==> config.mk <==
export PLATFORM = sky130hd
export DESIGN_NAME = multi_arbiter
export DESIGN_NICKNAME = d
export VERILOG_FILES = /design/src/rtl/multi_arbiter.sv
export SDC_FILE = /design/constraint.sdc
export NUM_CORES = 1
export LEC_CHECK = 0
export CAP_MARGIN = 20
export CORE_MARGIN = 4
export CORE_UTILIZATION = 45
export CTS_CLUSTER_SIZE = 24
export DETAILED_ROUTE_END_ITERATION = 6
export DONT_BUFFER_PORTS = 1
export PLACE_DENSITY = 0.72
export SYNTH_ARGS = -nofsm -noshare
export SYNTH_HDL_FRONTEND = slang
export SYNTH_SLANG_ARGS = --single-unit
==> constraint.sdc <==
create_clock -name Clk -period 2.25 [get_ports Clk]
set_clock_uncertainty 0.1 [all_clocks]
set_input_delay 0.3375 -clock Clk [delete_from_list [all_inputs] [get_ports Clk]]
set_output_delay 0.3375 -clock Clk [all_outputs]
set_load 0.01 [all_outputs]
==> src/rtl/multi_arbiter.sv <==
// Round-robin arbiter that serialises four requesters onto a single shared multiplier.
// It runs one transaction at a time (load, start, wait for the result, read back, respond) and aborts on timeout.
module multi_arbiter #(
  parameter int unsigned DATA_W  = 32,
  parameter int unsigned NREQ    = 4,
  parameter int unsigned TIMEOUT = 64
) (
  input  logic                   Clk,
  input  logic                   Rst,
  input  logic [NREQ-1:0]        req,
  input  logic [NREQ*DATA_W-1:0] opA,
  input  logic [NREQ*DATA_W-1:0] opB,
  output logic [NREQ-1:0]        grant,
  output logic                   resp_valid,
  output logic [1:0]             resp_id,
  output logic [DATA_W-1:0]      resp_msb,
  output logic [DATA_W-1:0]      resp_lsb,
  output logic                   busy,
  output logic                   timeout_err,
  output logic [DATA_W-1:0]      m_dataIn0,
  output logic [DATA_W-1:0]      m_dataIn1,
  output logic                   m_bufferEN,
  output logic                   m_bufferRD,
  output logic                   m_mStart,
  input  logic                   m_mReady,
  input  logic                   m_FULL0,
  input  logic                   m_FULL1,
  input  logic [DATA_W-1:0]      m_dataOutMSB,
  input  logic [DATA_W-1:0]      m_dataOutLSB
);

  localparam int unsigned IDX_W = 2;
  localparam int unsigned CNT_W = $clog2(TIMEOUT + 1);

  localparam logic [2:0] IDLE  = 3'd0;
  localparam logic [2:0] LOAD  = 3'd1;
  localparam logic [2:0] START = 3'd2;
  localparam logic [2:0] WAIT  = 3'd3;
  localparam logic [2:0] READ  = 3'd4;
  localparam logic [2:0] DONE  = 3'd5;

  logic [2:0]        stateQ, stateNxt;
  logic [IDX_W-1:0]  rrPtr, rrPtrNxt;
  logic [IDX_W-1:0]  ownerIdx, ownerIdxNxt;
  logic [CNT_W-1:0]  waitCnt, waitCntNxt;

  logic [NREQ-1:0]   grantNxt;
  logic              respValidNxt, busyNxt, timeoutErrNxt;
  logic [1:0]        respIdNxt;
  logic [DATA_W-1:0] respMsbNxt, respLsbNxt;
  logic [DATA_W-1:0] dataIn0Nxt, dataIn1Nxt;
  logic              bufferEnNxt, bufferRdNxt, mStartNxt;

  logic              winFound;
  logic [IDX_W-1:0]  winIdx, cand;
  logic [DATA_W-1:0] winOpA, winOpB;

  // First requesting index at or above rrPtr, wrapping mod 4
  always_comb begin
    winFound = 1'b0;
    winIdx   = '0;
    cand     = '0;
    winOpA   = '0;
    winOpB   = '0;
    for (int i = 0; i < NREQ; i++) begin
      cand = rrPtr + IDX_W'(i);
      if (!winFound && req[cand]) begin
        winFound = 1'b1;
        winIdx   = cand;
        winOpA   = opA[DATA_W*int'(cand) +: DATA_W];
        winOpB   = opB[DATA_W*int'(cand) +: DATA_W];
      end
    end
  end

  // Next state and next values of every registered output
  always_comb begin
    stateNxt      = stateQ;
    rrPtrNxt      = rrPtr;
    ownerIdxNxt   = ownerIdx;
    waitCntNxt    = waitCnt;
    grantNxt      = '0;
    respValidNxt  = 1'b0;
    timeoutErrNxt = 1'b0;
    respIdNxt     = resp_id;
    respMsbNxt    = resp_msb;
    respLsbNxt    = resp_lsb;
    dataIn0Nxt    = m_dataIn0;
    dataIn1Nxt    = m_dataIn1;
    bufferEnNxt   = 1'b0;
    bufferRdNxt   = 1'b0;
    mStartNxt     = 1'b0;

    case (stateQ)
      IDLE: begin
        if (winFound && !m_FULL0 && !m_FULL1) begin
          stateNxt    = LOAD;
          ownerIdxNxt = winIdx;
          rrPtrNxt    = winIdx + IDX_W'(1);
          dataIn0Nxt  = winOpA;
          dataIn1Nxt  = winOpB;
          grantNxt    = NREQ'(1) << winIdx;
          bufferEnNxt = 1'b1;
        end
      end
      LOAD: begin
        stateNxt  = START;
        mStartNxt = 1'b1;
      end
      START: begin
        stateNxt   = WAIT;
        waitCntNxt = '0;
      end
      WAIT: begin
        // A result on the expiry cycle wins over the abort
        if (m_mReady) begin
          stateNxt    = READ;
          respMsbNxt  = m_dataOutMSB;
          respLsbNxt  = m_dataOutLSB;
          bufferRdNxt = 1'b1;
        end else if (waitCnt == CNT_W'(TIMEOUT - 1)) begin
          stateNxt      = IDLE;
          timeoutErrNxt = 1'b1;
        end else begin
          waitCntNxt = waitCnt + CNT_W'(1);
        end
      end
      READ: begin
        stateNxt     = DONE;
        respValidNxt = 1'b1;
        respIdNxt    = ownerIdx;
      end
      DONE: begin
        stateNxt = IDLE;
      end
      default: begin
        stateNxt = IDLE;
      end
    endcase

    busyNxt = (stateNxt != IDLE);
  end

  always_ff @(posedge Clk or negedge Rst) begin
    if (!Rst) begin
      stateQ      <= IDLE;
      rrPtr       <= '0;
      ownerIdx    <= '0;
      waitCnt     <= '0;
      grant       <= '0;
      resp_valid  <= 1'b0;
      resp_id     <= '0;
      resp_msb    <= '0;
      resp_lsb    <= '0;
      busy        <= 1'b0;
      timeout_err <= 1'b0;
      m_dataIn0   <= '0;
      m_dataIn1   <= '0;
      m_bufferEN  <= 1'b0;
      m_bufferRD  <= 1'b0;
      m_mStart    <= 1'b0;
    end else begin
      stateQ      <= stateNxt;
      rrPtr       <= rrPtrNxt;
      ownerIdx    <= ownerIdxNxt;
      waitCnt     <= waitCntNxt;
      grant       <= grantNxt;
      resp_valid  <= respValidNxt;
      resp_id     <= respIdNxt;
      resp_msb    <= respMsbNxt;
      resp_lsb    <= respLsbNxt;
      busy        <= busyNxt;
      timeout_err <= timeoutErrNxt;
      m_dataIn0   <= dataIn0Nxt;
      m_dataIn1   <= dataIn1Nxt;
      m_bufferEN  <= bufferEnNxt;
      m_bufferRD  <= bufferRdNxt;
      m_mStart    <= mStartNxt;
    end
  end

endmodule

Yosys cells after proc, flatten, opt, wreduce, memory -nomap -nowiden
Index checks and enable logic that the tools add are counted.
Word-level totals
  register bits: 154
  memories: 0
  memory bits (read-only): 0
  RAM bits: 0
  latch bits: 0
Operators by class
  shifts and indexed selects: 9
  $lt $le $gt $ge: 4
  equality and inequality tests: 7
  mux-type cells: 42
  div/mod/pow operators: 0
  reductions and logical operators: 16
  bitwise operators: 0
  multipliers: 0
  $add $sub $neg: 5
Operators with widths (count)
  $shiftx 128x8->32: 8
  $mux 32: 8
  $mux 1: 17
  $pmux 3 s5: 1
  $mux 7: 2
  $pmux 7 s2: 1
  $lt 2x3->1 const B: 4
  $mux 3: 3
  $bmux 1 s2: 4
  $mux 2: 4
  $mux 4: 2
  $add 7x1->7 const B: 1
  $eq 7x6->1 const B: 1
  $eq 3x2->1 const B: 2
  $logic_and 1x1->1: 5
  $logic_not 1->1: 5
  $add 2x1->2 const B: 2
  $add 2x2->2 const B: 2
  $ne 2x2->1 const B: 2
  $reduce_and 2->1: 2
  $shl 1x2->4 const A: 1
  $eq 3x1->1 const B: 1
  $eq 3x3->1 const B: 1
  $logic_not 3->1: 1
  other kinds (3): 3

Depth between registers and ports, before layout
Gate-level depths: netlist of run 1.
  depth in word-level cells: 17
  gate-level depth with buffers: 11
  depth with buffers taken out: 7

Least setup slack after synthesis of run 1
Ideal clock, no wire load.
  path type: register -> register
  start: register rrPtr[0]
  end: register grant[0]
  slack: 0.091 ns
  arrival: 1.941 ns
  clock period less this slack: 2.159 ns
  cell stages (with the launch flop): 12
  path through: dfrtp_1 buf_4 buf_4 buf_4 buf_4 buf_4 nor2_1 nor3_1 and2_1 inv_1 ha_1 and2_1
Between the ends
  elaborated cells on any way between the ends: 30
  those cells by class: add/sub (3); shift (1); mux (18); reduce/logical (8)
RTL lines
  start: declaration: RTL line 43  | logic [IDX_W-1:0] rrPtr, rrPtrNxt;
  start signal: assignment: RTL line 164  | rrPtr <= rrPtrNxt;
  branches (longest 11 deep; another with $add 2x1->2)
  $mux 2 (*): RTL line 67  | if (!winFound && req[cand]) begin
  net winIdx[0]: RTL line 55  | logic [IDX_W-1:0] winIdx, cand;
  $shl 1x2->4 (*): RTL line 102  | grantNxt = NREQ'(1) << winIdx;
  $mux 4 (*): RTL line 96  | if (winFound && !m_FULL0 && !m_FULL1) begin
  $mux 4 (*): RTL line 94  | case (stateQ)
  net grantNxt[0]: RTL line 47  | logic [NREQ-1:0] grantNxt;
  end signal: assignment: RTL line 167  | grant <= grantNxt;
  end: declaration: RTL line 13  | output logic [NREQ-1:0] grant,
Mark *: on every way through the listed nets, which the timed path passes. The select of a mux whose other input is x is not followed.
A chain may end at the register's enable or synchronous reset.

Worst setup path in the final report of run 1
  start: register rrPtr[0]
  end: register m_dataIn0[26]
Between the ends
  cells in the longest elaborated chain, start to end: 15
  elaborated cells on any way between the ends: 32
  those cells by class: add/sub (3); shift (4); mux (16); reduce/logical (9)
RTL lines
  branches (longest 15 deep; another with $add 2x1->2)
  end signal: assignment: RTL line 174  | m_dataIn0 <= dataIn0Nxt;
  end: declaration: RTL line 20  | output logic [DATA_W-1:0] m_dataIn0,
Parallel ways; which one is timed is not known. The select of a mux whose other input is x is not followed.

==> results of run 1 <==
[layout by cell type (no fill, tap or decap), drive strengths merged, types with 3 or more instances in the layout]
master       count
a21oi            6
a221oi           3
and2             5
and3            65
buf             65
clkbuf          18
clkinv           9
dfrtp          154
dlygate4sd3     65
ha               5
inv             12
mux2            66
mux2i          384
mux4            65
nand2          141
nand2b           6
nand3            6
nor2             7
nor2b            6
nor3             6
nor3b            3
o21ai          198
o221a           64
or3              3
[power breakdown]
group | switching (mW) | internal, mW
Clock | 1.54 | 1.54
Combinational | 5.41 | 6.39
Sequential | 1.77 | 3.99
Total | 8.72 | 11.9
[metal layers]
layer	up-vias	wire length, µm	share of wire [%]	GRT usage, %
met5	-	0	0	0
met2	519	22720	51	44.86
met3	67	4321	9.7	9.084
li1	5191	-	-	-
met1	5667	16250	37	27.50
met4	0	1110	2.5	8.969
[flip-flops by register name, summed over array words and instances, names as in the netlist, 3 cells and up]
name	cells
m_dataIn0	32
resp_lsb	32
grant	4
stateQ	3
waitCnt	7
resp_msb	32
m_dataIn1	32
[cells by family (layout without fill, tap and decap cells)]
logic type	count (synthesis)	in the layout
mux	515	515
compound gates	279	279
simple gates	260	260
flops	154	154
buf+inv	137	169
fa+ha+maj	5	5
xor+xnor	2	2
other cells	0	1
[cell type report]
class | instances | area [µm²] | share of cell area, %
well taps | 390 | 488.0 | 3.074
clock inverters | 15 | 211.5 | 1.332
multi-input cells | 1061 | 9345 | 58.88
diodes | 1 | 2.502 | 0.01577
flip-flops and latches | 154 | 3861 | 24.33
repair buffers | 131 | 1516 | 9.554
inverters | 6 | 22.52 | 0.1419
clock buffers | 17 | 425.4 | 2.680
[final timing paths]
kind,start,end,slack [ns],cells past startpoint
setup / recovery,rrPtr[0]$_DFFE_PN0P_,m_dataIn0[26]$_DFFE_PN0P_,0.08,7
hold / removal,Rst,resp_lsb[13]$_DFFE_PN0P_,-0.51,0
setup reg to reg,rrPtr[0]$_DFFE_PN0P_,m_dataIn0[26]$_DFFE_PN0P_,0.08,7
hold reg to reg,ownerIdx[0]$_DFFE_PN0P_,ownerIdx[0]$_DFFE_PN0P_,0.39,2
max in group asynchronous,Rst,rrPtr[1]$_DFFE_PN0P_,2.33,0
min in group Clk,m_mReady,stateQ[0]$_DFF_PN0_,0.05,3
[timing repair]
| item | CTS | global route |
|---|---|---|
| endpoints found under the hold margin | 219 | 154 |
| resized for setup | 2 | 15 |
| pin swaps | 0 | 1 |
| endpoints found under the setup margin | 19 | 37 |
| buffers inserted | 0 | 1 |
| gates cloned | 0 | 1 |
[worst register-to-register path, cell delays in order, from the launching register on]
cell and delay (ns):
dfrtp_4 0.54, or4b_4 0.54, a21oi_4 0.16, buf_12 0.14, buf_12 0.20, o21ai_0 0.11, and3_1 0.18, o21ai_1 0.12
==> key figures, run 1 <==
Drt
  • DRT iter0 DRCs: 694
  • Wirelength per Cell: 25.02 µm
  • Final wirelength: 44400 µm
  • DRC Markers: 0
  • DRT antenna net count: 0
  • Drt via density: 6.447
  • 1st-pass router iterations: 5
  • Via count: 11444

STA
  • Slew of the pin with the lowest slew margin: 0.4513 ns
  • Fin crit share: 96.24%
  • Final Slew Violations: 0
  • Fin Hold WS: -0.5061 ns
  • Min Clock Period, post-route: 2.165 ns
  • PnR worst setup slack: 0.08469 ns
  • Slew HR: 69.85%
  • Fmax: 461.8 MHz
  • Fin Setup TNS: 0 ns
  • Final setup violation count: 0
  • Fin. Hold Viols: 154

Placed design
  • DP HPWL: 30980 µm
  • PortBufs: 0
  • GPL Wtd Cong: 0.8824
  • Area after detailed placement: 0.01451 mm²
  • Dpl ws: -0.007182 ns
  • Dpl cells: 1675

Layout
  • Ratio of cells with drive above 1 in the final layout: 22.25%
  • Final Cell Area: 0.01587 mm²
  • Non-filler cells in the finished layout: 1775
  • Layout Nets: 1705
  • Core Util, Final: 52.99%
  • Layout fillers: 2567
  • Synthesis-to-layout area growth: 14.71%

Yosys
  • Post-synth EDFFs: 0
  • Mux contribution to synthesized area: 43.73%
  • Net Count, Synth: 1686
  • Synthesized cell area: 0.01384 mm²
  • Count leader, synth: mux2i_1
  • Synth Area per Inst: 10.23 µm²
  • Async S/R FF share, synth: 100.0%
  • FF+latch count, synth: 154
  • Post-synthesis cell type count: 45
  • Mapped Cells: 1352
  • Post-synth top cells: 384 x mux2i_1, 154 x dfrtp_1, 141 x nand2_1
  • Post-synth top area share: 27.85%
  • Synth Area in Simple Gates: 9.278%
  • Register area share after synthesis: 27.85%
  • Xor and xnor area share after synthesis: 0.1266%
  • Synth top area cells: dfrtp_1 28%, mux2i_1 28%, mux4_2 11%
  • Largest area contributor in the netlist: dfrtp_1
  • Synthesis warning total: 0
  • Main combinational cell family by area after synthesis: multiplexers
  • Compound-cell area share of the yosys netlist: 13.41%
  • Synth Area in Adders: 0.4521%
  • Synth Flop Type: dfrtp_1

CTS
  • CTS tree: built
  • CTS Hold Bufs: 65
  • CTS buffer count: 17
  • CTS sink cnt: 154
  • Root Buffer: clkbuf_16
  • H-tree depth: 4
  • Clk slew on worst S/H paths: 0.08 ns
  • Clk_lat worst skew: 0.43 ns
  • Max Root-Sink Buffers: 2

Global route
  • First-pass GRT wire length: 67290 µm
  • Vias in the first global route: 12000
  • GRT Overall Usage: 25.12%
  • Total gr overflow: 0
  • Initial antenna violation count: 1
  • Largest net degree at the start of global routing: 155

Hold path
  • Hold crit path type: input port to async pin

Floorplanning
  • Chip width: 183.4 µm
  • Chip Height: 183.4 µm
  • Site Rows: 63
  • Starting density of the core: 46.19%
  • I/O pins: 469
  • Core ar.: 0.02995 mm²
  • Die ar.: 0.03362 mm²

Setup path
  • Max incr delay on CP: 0.54 ns
  • Maximum fanout along the worst path: 34
  • Crit path kind: flop to flop
  • Critical Path Start Type: flop
  • Critical Path Sink Type: flop
  • CP max-delay cell: dfrtp_4
  • Worst path top cell family by delay: simple AND/OR/NAND/NOR gates
  • WP data arrival: 2.43 ns
  • CP bufs+invs: 2
  • Worst EP required: 2.52 ns
  • Cells along the critical path: or4b_4, a21oi_4, buf_12, buf_12, o21ai_0, and3_1, o21ai_1
  • Most frequent CP cell: buf_12

Power
  • Leak: 6.691 nW
  • Power Density: 1300 mW/mm²
  • VDD IR-drop max: 619.6 µV
  • Power Total: 20.64 mW

Status
  • Status: complete, but fails checks
  • Failing checks: negative hold slack

Flow run
  • Total of max-cap violations: 0
No activity file was read; power rests on OpenSTA's default activity.
==> run 2: changes to the inputs <==
--- a/config.mk
+++ b/config.mk
@@ -8,10 +8,11 @@
 export CAP_MARGIN = 20
 export CORE_MARGIN = 4
 export CORE_UTILIZATION = 45
+export CTS_CLUSTER_DIAMETER = 100
 export CTS_CLUSTER_SIZE = 24
 export DETAILED_ROUTE_END_ITERATION = 6
 export DONT_BUFFER_PORTS = 1
-export PLACE_DENSITY = 0.72
+export PLACE_DENSITY = 0.68
 export SYNTH_ARGS = -nofsm -noshare
 export SYNTH_HDL_FRONTEND = slang
 export SYNTH_SLANG_ARGS = --single-unit
==> key figures, run 2 (synthesis results as in run 1) <==
Flow run
  • Total of max-cap violations: 0 (unchanged)

Setup path
  • WP data arrival: 2.55 ns (was 2.43 ns)
  • Max incr delay on CP: 0.51 ns (was 0.54 ns)
  • CP max-delay cell: dfrtp_4 (unchanged)
  • Maximum fanout along the worst path: 6 (was 34)
  • Critical Path Sink Type: flop (unchanged)
  • Cells along the critical path: buf_6, or4b_4, a21oi_4, buf_8, clkbuf_16, o21ai_0, and3_1, o21ai_1 (was or4b_4, a21oi_4, buf_12, buf_12, o21ai_0, and3_1, o21ai_1)
  • Worst EP required: 2.49 ns (was 2.52 ns)
  • Worst path top cell family by delay: simple AND/OR/NAND/NOR gates (unchanged)
  • Critical Path Start Type: flop (unchanged)
  • CP bufs+invs: 3 (was 2)
  • Crit path kind: flop to flop (unchanged)

Placed design
  • GPL Wtd Cong: 0.8653 (was 0.8824)
  • PortBufs: 0 (unchanged)
  • DP HPWL: 31170 µm (was 30980 µm)
  • Dpl ws: -0.01557 ns (was -0.007182 ns)

STA
  • Fin Hold WS: -0.5016 ns (was -0.5061 ns)
  • Fmax: 432.6 MHz (was 461.8 MHz)
  • Fin crit share: 102.7% (was 96.24%)
  • Slew HR: 64.43% (was 69.85%)
  • Slew of the pin with the lowest slew margin: 0.5324 ns (was 0.4513 ns)
  • PnR worst setup slack: -0.06169 ns (was 0.08469 ns)
  • RSZ-0062 raised after global routing: yes
  • Final Slew Violations: 0 (unchanged)
  • Min Clock Period, post-route: 2.312 ns (was 2.165 ns)
  • Fin. Hold Viols: 154 (unchanged)
  • Final setup violation count: 2 (was 0)

Floorplanning
  • Core ar.: 0.02995 mm² (unchanged)
  • Starting density of the core: 46.19% (unchanged)
  • Die ar.: 0.03362 mm² (unchanged)
  • I/O pins: 469 (unchanged)
  • Chip width: 183.4 µm (unchanged)
  • Chip Height: 183.4 µm (unchanged)
  • Site Rows: 63 (unchanged)

Hold path
  • Hold crit path type: input port to async pin (unchanged)

Global route
  • GRT Overall Usage: 25.17% (was 25.12%)
  • First-pass GRT wire length: 67130 µm (was 67290 µm)
  • Total gr overflow: 0 (unchanged)
  • Largest net degree at the start of global routing: 155 (unchanged)
  • Initial antenna violation count: 2 (was 1)
  • Vias in the first global route: 11487 (was 12000)

Layout
  • Layout fillers: 2502 (was 2567)
  • Core Util, Final: 55.67% (was 52.99%)
  • Layout Nets: 1736 (was 1705)
  • Commonest non-fill, non-tap cell in the layout: mux2i_1 (unchanged)
  • Synthesis-to-layout area growth: 20.52% (was 14.71%)
  • Most frequent cells in the layout: 384 x mux2i_1, 152 x dfrtp_1, 141 x nand2_1 (was 383 x mux2i_1, 152 x dfrtp_1, 141 x nand2_1)
  • Ratio of cells with drive above 1 in the final layout: 25.87% (was 22.25%)

CTS
  • CTS tree: built (unchanged)
  • Max Root-Sink Buffers: 2 (unchanged)
  • H-tree depth: 4 (unchanged)
  • CTS Hold Bufs: 64 (was 65)
  • CTS sink cnt: 154 (unchanged)
  • Root Buffer: clkbuf_16 (unchanged)
  • Clk slew on worst S/H paths: 0.07 ns (was 0.08 ns)
  • Clk_lat worst skew: 0.43 ns (about the same)
  • CTS buffer count: 17 (unchanged)

Drt
  • Wirelength per Cell: 26.94 µm (was 25.02 µm)
  • Via count: 11827 (was 11444)
  • DRC Markers: 0 (unchanged)
  • DRT antenna net count: 0 (unchanged)
  • 1st-pass router iterations: 4 (was 5)
  • Final wirelength: 48650 µm (was 44400 µm)
  • DRT iter0 DRCs: 754 (was 694)
  • Drt via density: 6.549 (was 6.447)

Status
  • Failing checks: negative hold slack, negative setup slack (was negative hold slack)
  • Status: complete, but fails checks (unchanged)

Power
  • Power Total: 21.69 mW (was 20.64 mW)
  • Leak: 7.045 nW (was 6.691 nW)
  • VDD IR-drop max: 611.9 µV (was 619.6 µV)
  • Power Density: 1301 mW/mm² (was 1300 mW/mm²)
[run 2: cell types whose count changed in the layout (fill, tap and decap cells not counted), moves of 4 or more]
cell / before / now
o21ai_0: 118 / 78
buf_16: 0 / 7
o21ai_2: 0 / 16
buf_6: 2 / 12
o21ai_1: 80 / 104
clkbuf_16: 18 / 33
buf_8: 1 / 5
and3_1: 65 / 56
and3_4: 0 / 9
[run 2: area by class of cell]
type	instances	area (µm²)	area share [%]
Antenna cell	1	2.502	0.01501
Clock buffer	17	425.4	2.551
Clock inverter	15	195.2	1.170
Inverter	6	22.52	0.1351
Multi-Input combinational cell	1063	9517	57.07
Sequential cell	154	3861	23.15
Tap cell	390	488.0	2.926
Timing Repair Buffer	160	2165	12.98
[run 2: worst paths after layout]
check,from,slack (ns),endpoint,cells past startpoint
max,rrPtr[1]$_DFFE_PN0P_,-0.06,m_dataIn1[28]$_DFFE_PN0P_,8
min,Rst,-0.50,resp_lsb[22]$_DFFE_PN0P_,0
max reg2reg,rrPtr[1]$_DFFE_PN0P_,-0.06,m_dataIn1[28]$_DFFE_PN0P_,8
min reg2reg,ownerIdx[0]$_DFFE_PN0P_,0.45,ownerIdx[0]$_DFFE_PN0P_,2
max in group asynchronous,Rst,2.35,m_dataIn0[4]$_DFFE_PN0P_,0
min in group Clk,m_mReady,0.06,stateQ[0]$_DFF_PN0_,3
[run 2: where the power goes]
group | switching, mW | internal [mW]
Clock | 1.43 | 1.61
Sequential | 1.71 | 3.99
Combinational | 5.91 | 7.05
Total | 9.04 | 12.6
[run 2: metal layers]
metal / track usage, % / share of wire [%]
met5: 0 / 0
met4: 9.535 / 3.3
met3: 9.104 / 10
met2: 44.15 / 50
met1: 28.00 / 37
[run 2: per-stage QoR]
stage               area [µm²]  cells  setup TNS (ns)
finish                   16680   1806        -0.06225
global route             16680   1806          -1.650
CTS                      15730   1767        -0.02242
detailed placement       14450   1671        -0.05486
global placement         14450   1671               0
floorplan                13840   1352               0
[run 2: timing repair]
item | in CTS | in global routing
pin swaps | 0 | 60
hold endpoints to repair | 218 | 154
buffers inserted | 0 | 15
gates cloned | 0 | 23
endpoints found under the setup margin | 32 | 66
gates resized for setup | 4 | 113
==> run 3: changes to the inputs <==
--- a/config.mk
+++ b/config.mk
@@ -6,13 +6,13 @@
 export NUM_CORES = 1
 export LEC_CHECK = 0
 export CAP_MARGIN = 20
-export CORE_MARGIN = 4
-export CORE_UTILIZATION = 45
+export CORE_AREA = 4 4 182 184
 export CTS_CLUSTER_DIAMETER = 100
 export CTS_CLUSTER_SIZE = 24
 export DETAILED_ROUTE_END_ITERATION = 6
+export DIE_AREA = 0 0 186 188
 export DONT_BUFFER_PORTS = 1
-export PLACE_DENSITY = 0.68
+export PLACE_DENSITY = 0.67
 export SYNTH_ARGS = -nofsm -noshare
 export SYNTH_HDL_FRONTEND = slang
 export SYNTH_SLANG_ARGS = --single-unit
==> key figures, run 3 (synthesis results as in run 1) <==
Status
  • Status: complete, but fails checks (unchanged)
  • Failing checks: negative hold slack (was negative hold slack, negative setup slack)

Power
  • VDD IR-drop max: 517.7 µV (was 611.9 µV)
  • Power Density: 1302 mW/mm² (was 1301 mW/mm²)
  • Power Total: 21.01 mW (was 21.69 mW)
  • Leak: 6.803 nW (was 7.045 nW)

Drt
  • Wirelength per Cell: 26.01 µm (was 26.94 µm)
  • 1st-pass router iterations: 5 (was 4)
  • DRT iter0 DRCs: 650 (was 754)
  • Via count: 11641 (was 11827)
  • Final wirelength: 46760 µm (was 48650 µm)
  • Drt via density: 6.474 (was 6.549)
  • DRT antenna net count: 0 (unchanged)
  • DRC Markers: 0 (unchanged)

Global route
  • Met3 usage: 10.28% (was 9.104%)
  • Vias in the first global route: 11740 (was 11487)
  • GRT Overall Usage: 25.07% (was 25.17%)
  • Largest net degree at the start of global routing: 155 (unchanged)
  • Initial antenna violation count: 2 (unchanged)
  • First-pass GRT wire length: 68690 µm (was 67130 µm)
  • M2 GR Usage: 43.81% (was 44.15%)
  • GR Layer Usage met1: 27.45% (was 28.00%)
  • Most utilized layer in the global route result: met2 (unchanged)
  • Total gr overflow: 0 (unchanged)

Setup path
  • WP data arrival: 2.45 ns (was 2.55 ns)
  • Critical Path Start Type: flop (unchanged)
  • Worst EP required: 2.49 ns (about the same)
  • Critical Path Sink Type: flop (unchanged)
  • Maximum fanout along the worst path: 41 (was 6)
  • Crit path kind: flop to flop (unchanged)

Floorplanning
  • Site Rows: 65 (was 63)
  • Core ar.: 0.03139 mm² (was 0.02995 mm²)
  • I/O pins: 469 (unchanged)
  • Starting density of the core: 44.08% (was 46.19%)
  • Die ar.: 0.03497 mm² (was 0.03362 mm²)
  • Chip width: 186 µm (was 183.4 µm)
  • Chip Height: 188 µm (was 183.4 µm)

Layout
  • Non-filler cells in the finished layout: 1798 (was 1806)
  • Ratio of cells with drive above 1 in the final layout: 23.10% (was 25.87%)
  • Commonest non-fill, non-tap cell in the layout: mux2i_1 (unchanged)
  • Most frequent cells in the layout: 384 x mux2i_1, 152 x dfrtp_1, 141 x nand2_1 (unchanged)
  • Synthesis-to-layout area growth: 16.63% (was 20.52%)
  • Register Area: 0.003861 mm² (unchanged)
  • Layout Nets: 1715 (was 1736)
  • Layout fillers: 2730 (was 2502)
  • Footprint of the multi-input gates: 0.009389 mm² (was 0.009517 mm²)

CTS
  • Root Buffer: clkbuf_16 (unchanged)
  • CTS buffer count: 17 (unchanged)
  • Clk_lat worst skew: 0.44 ns (was 0.43 ns)
  • Clk slew on worst S/H paths: 0.09 ns (was 0.07 ns)
  • CTS Hold Bufs: 64 (unchanged)
  • H-tree depth: 4 (unchanged)
  • Max Root-Sink Buffers: 2 (unchanged)
  • CTS sink cnt: 154 (unchanged)
  • CTS tree: built (unchanged)

Placed design
  • DP HPWL: 30890 µm (was 31170 µm)
  • PortBufs: 0 (unchanged)
  • Dpl cells: 1673 (was 1671)
  • GPL Wtd Cong: 0.8838 (was 0.8653)

STA
  • Fin crit share: 98.20% (was 102.7%)
  • Min Clock Period, post-route: 2.209 ns (was 2.312 ns)
  • RSZ-0062 raised after global routing: yes (unchanged)
  • Fin Hold WS: -0.5127 ns (was -0.5016 ns)
  • Final Slew Violations: 0 (unchanged)
  • Fmax: 452.6 MHz (was 432.6 MHz)
  • Fin. Hold Viols: 154 (unchanged)
  • Slew of the pin with the lowest slew margin: 0.4934 ns (was 0.5324 ns)
  • Slew HR: 67.03% (was 64.43%)
  • Final setup violation count: 0 (was 2)
  • Fin Setup TNS: 0 ns (was -0.06225 ns)

Hold path
  • Hold crit path type: input port to async pin (unchanged)

Flow run
  • Total of max-cap violations: 0 (unchanged)
[run 3: layout make-up]
type	count	area share, %
multi-input combinational	1062	58.18
sequential	154	23.93
timing repair buffer	140	10.66
tap	402	3.117
clock buffer	17	2.636
clock inverter	15	1.310
inverter	6	0.1396
antenna	2	0.03101
[run 3: final timing paths]
path,from,endpoint,slack [ns],cells past startpoint
worst min register to register,ownerIdx[1]$_DFFE_PN0P_,ownerIdx[1]$_DFFE_PN0P_,0.39,2
min in group Clk,m_mReady,stateQ[0]$_DFF_PN0_,0.05,3
worst max-delay path,rrPtr[1]$_DFFE_PN0P_,m_dataIn1[1]$_DFFE_PN0P_,0.04,6
worst min-delay path,Rst,resp_lsb[7]$_DFFE_PN0P_,-0.51,0
max in group asynchronous,Rst,rrPtr[1]$_DFFE_PN0P_,2.33,0
worst max register to register,rrPtr[1]$_DFFE_PN0P_,m_dataIn1[1]$_DFFE_PN0P_,0.04,6
[run 3: timing repair]
| action | CTS | global route |
|---|---|---|
| resized for setup | 2 | 39 |
| hold endpoints to repair | 218 | 154 |
| pin swaps | 0 | 4 |
| setup endpoints to repair | 6 | 68 |
| setup buffers | 1 | 21 |
| gates cloned | 2 | 3 |
[run 3: per-stage QoR]
stage,area (µm²),utilization (%),setup WS (ns)
final,16140,51.41,0.04052
after global routing,16140,51.41,-0.02996
after CTS,15780,50.27,-0.01066
after detailed placement,14440,45.99,0.01783
after global placement,14440,45.99,0.02758
after floorplan,13840,-,0.09050
[run 3: where the power goes]
group	total [mW]	switching, mW	leakage, nW	internal, mW
clock network	3.10	1.56	0.305	1.55
logic	12.2	5.53	4.58	6.67
registers	5.70	1.71	1.92	3.99
[run 3: layer usage]
metal / vias to the layer above / wire, µm
met4: 0 / 1140
met2: 585 / 23620
met5: - / 0
met3: 74 / 5225
met1: 5747 / 16780
li1: 5235 / -
[run 3: worst max-delay path, cell delays in order (launching register included)]
cell and delay [ns]:
dfrtp_4 0.56, and2b_2 0.29, a32oi_4 0.33, buf_12 0.29
o221a_2 0.23, and3_1 0.18, o21ai_1 0.07
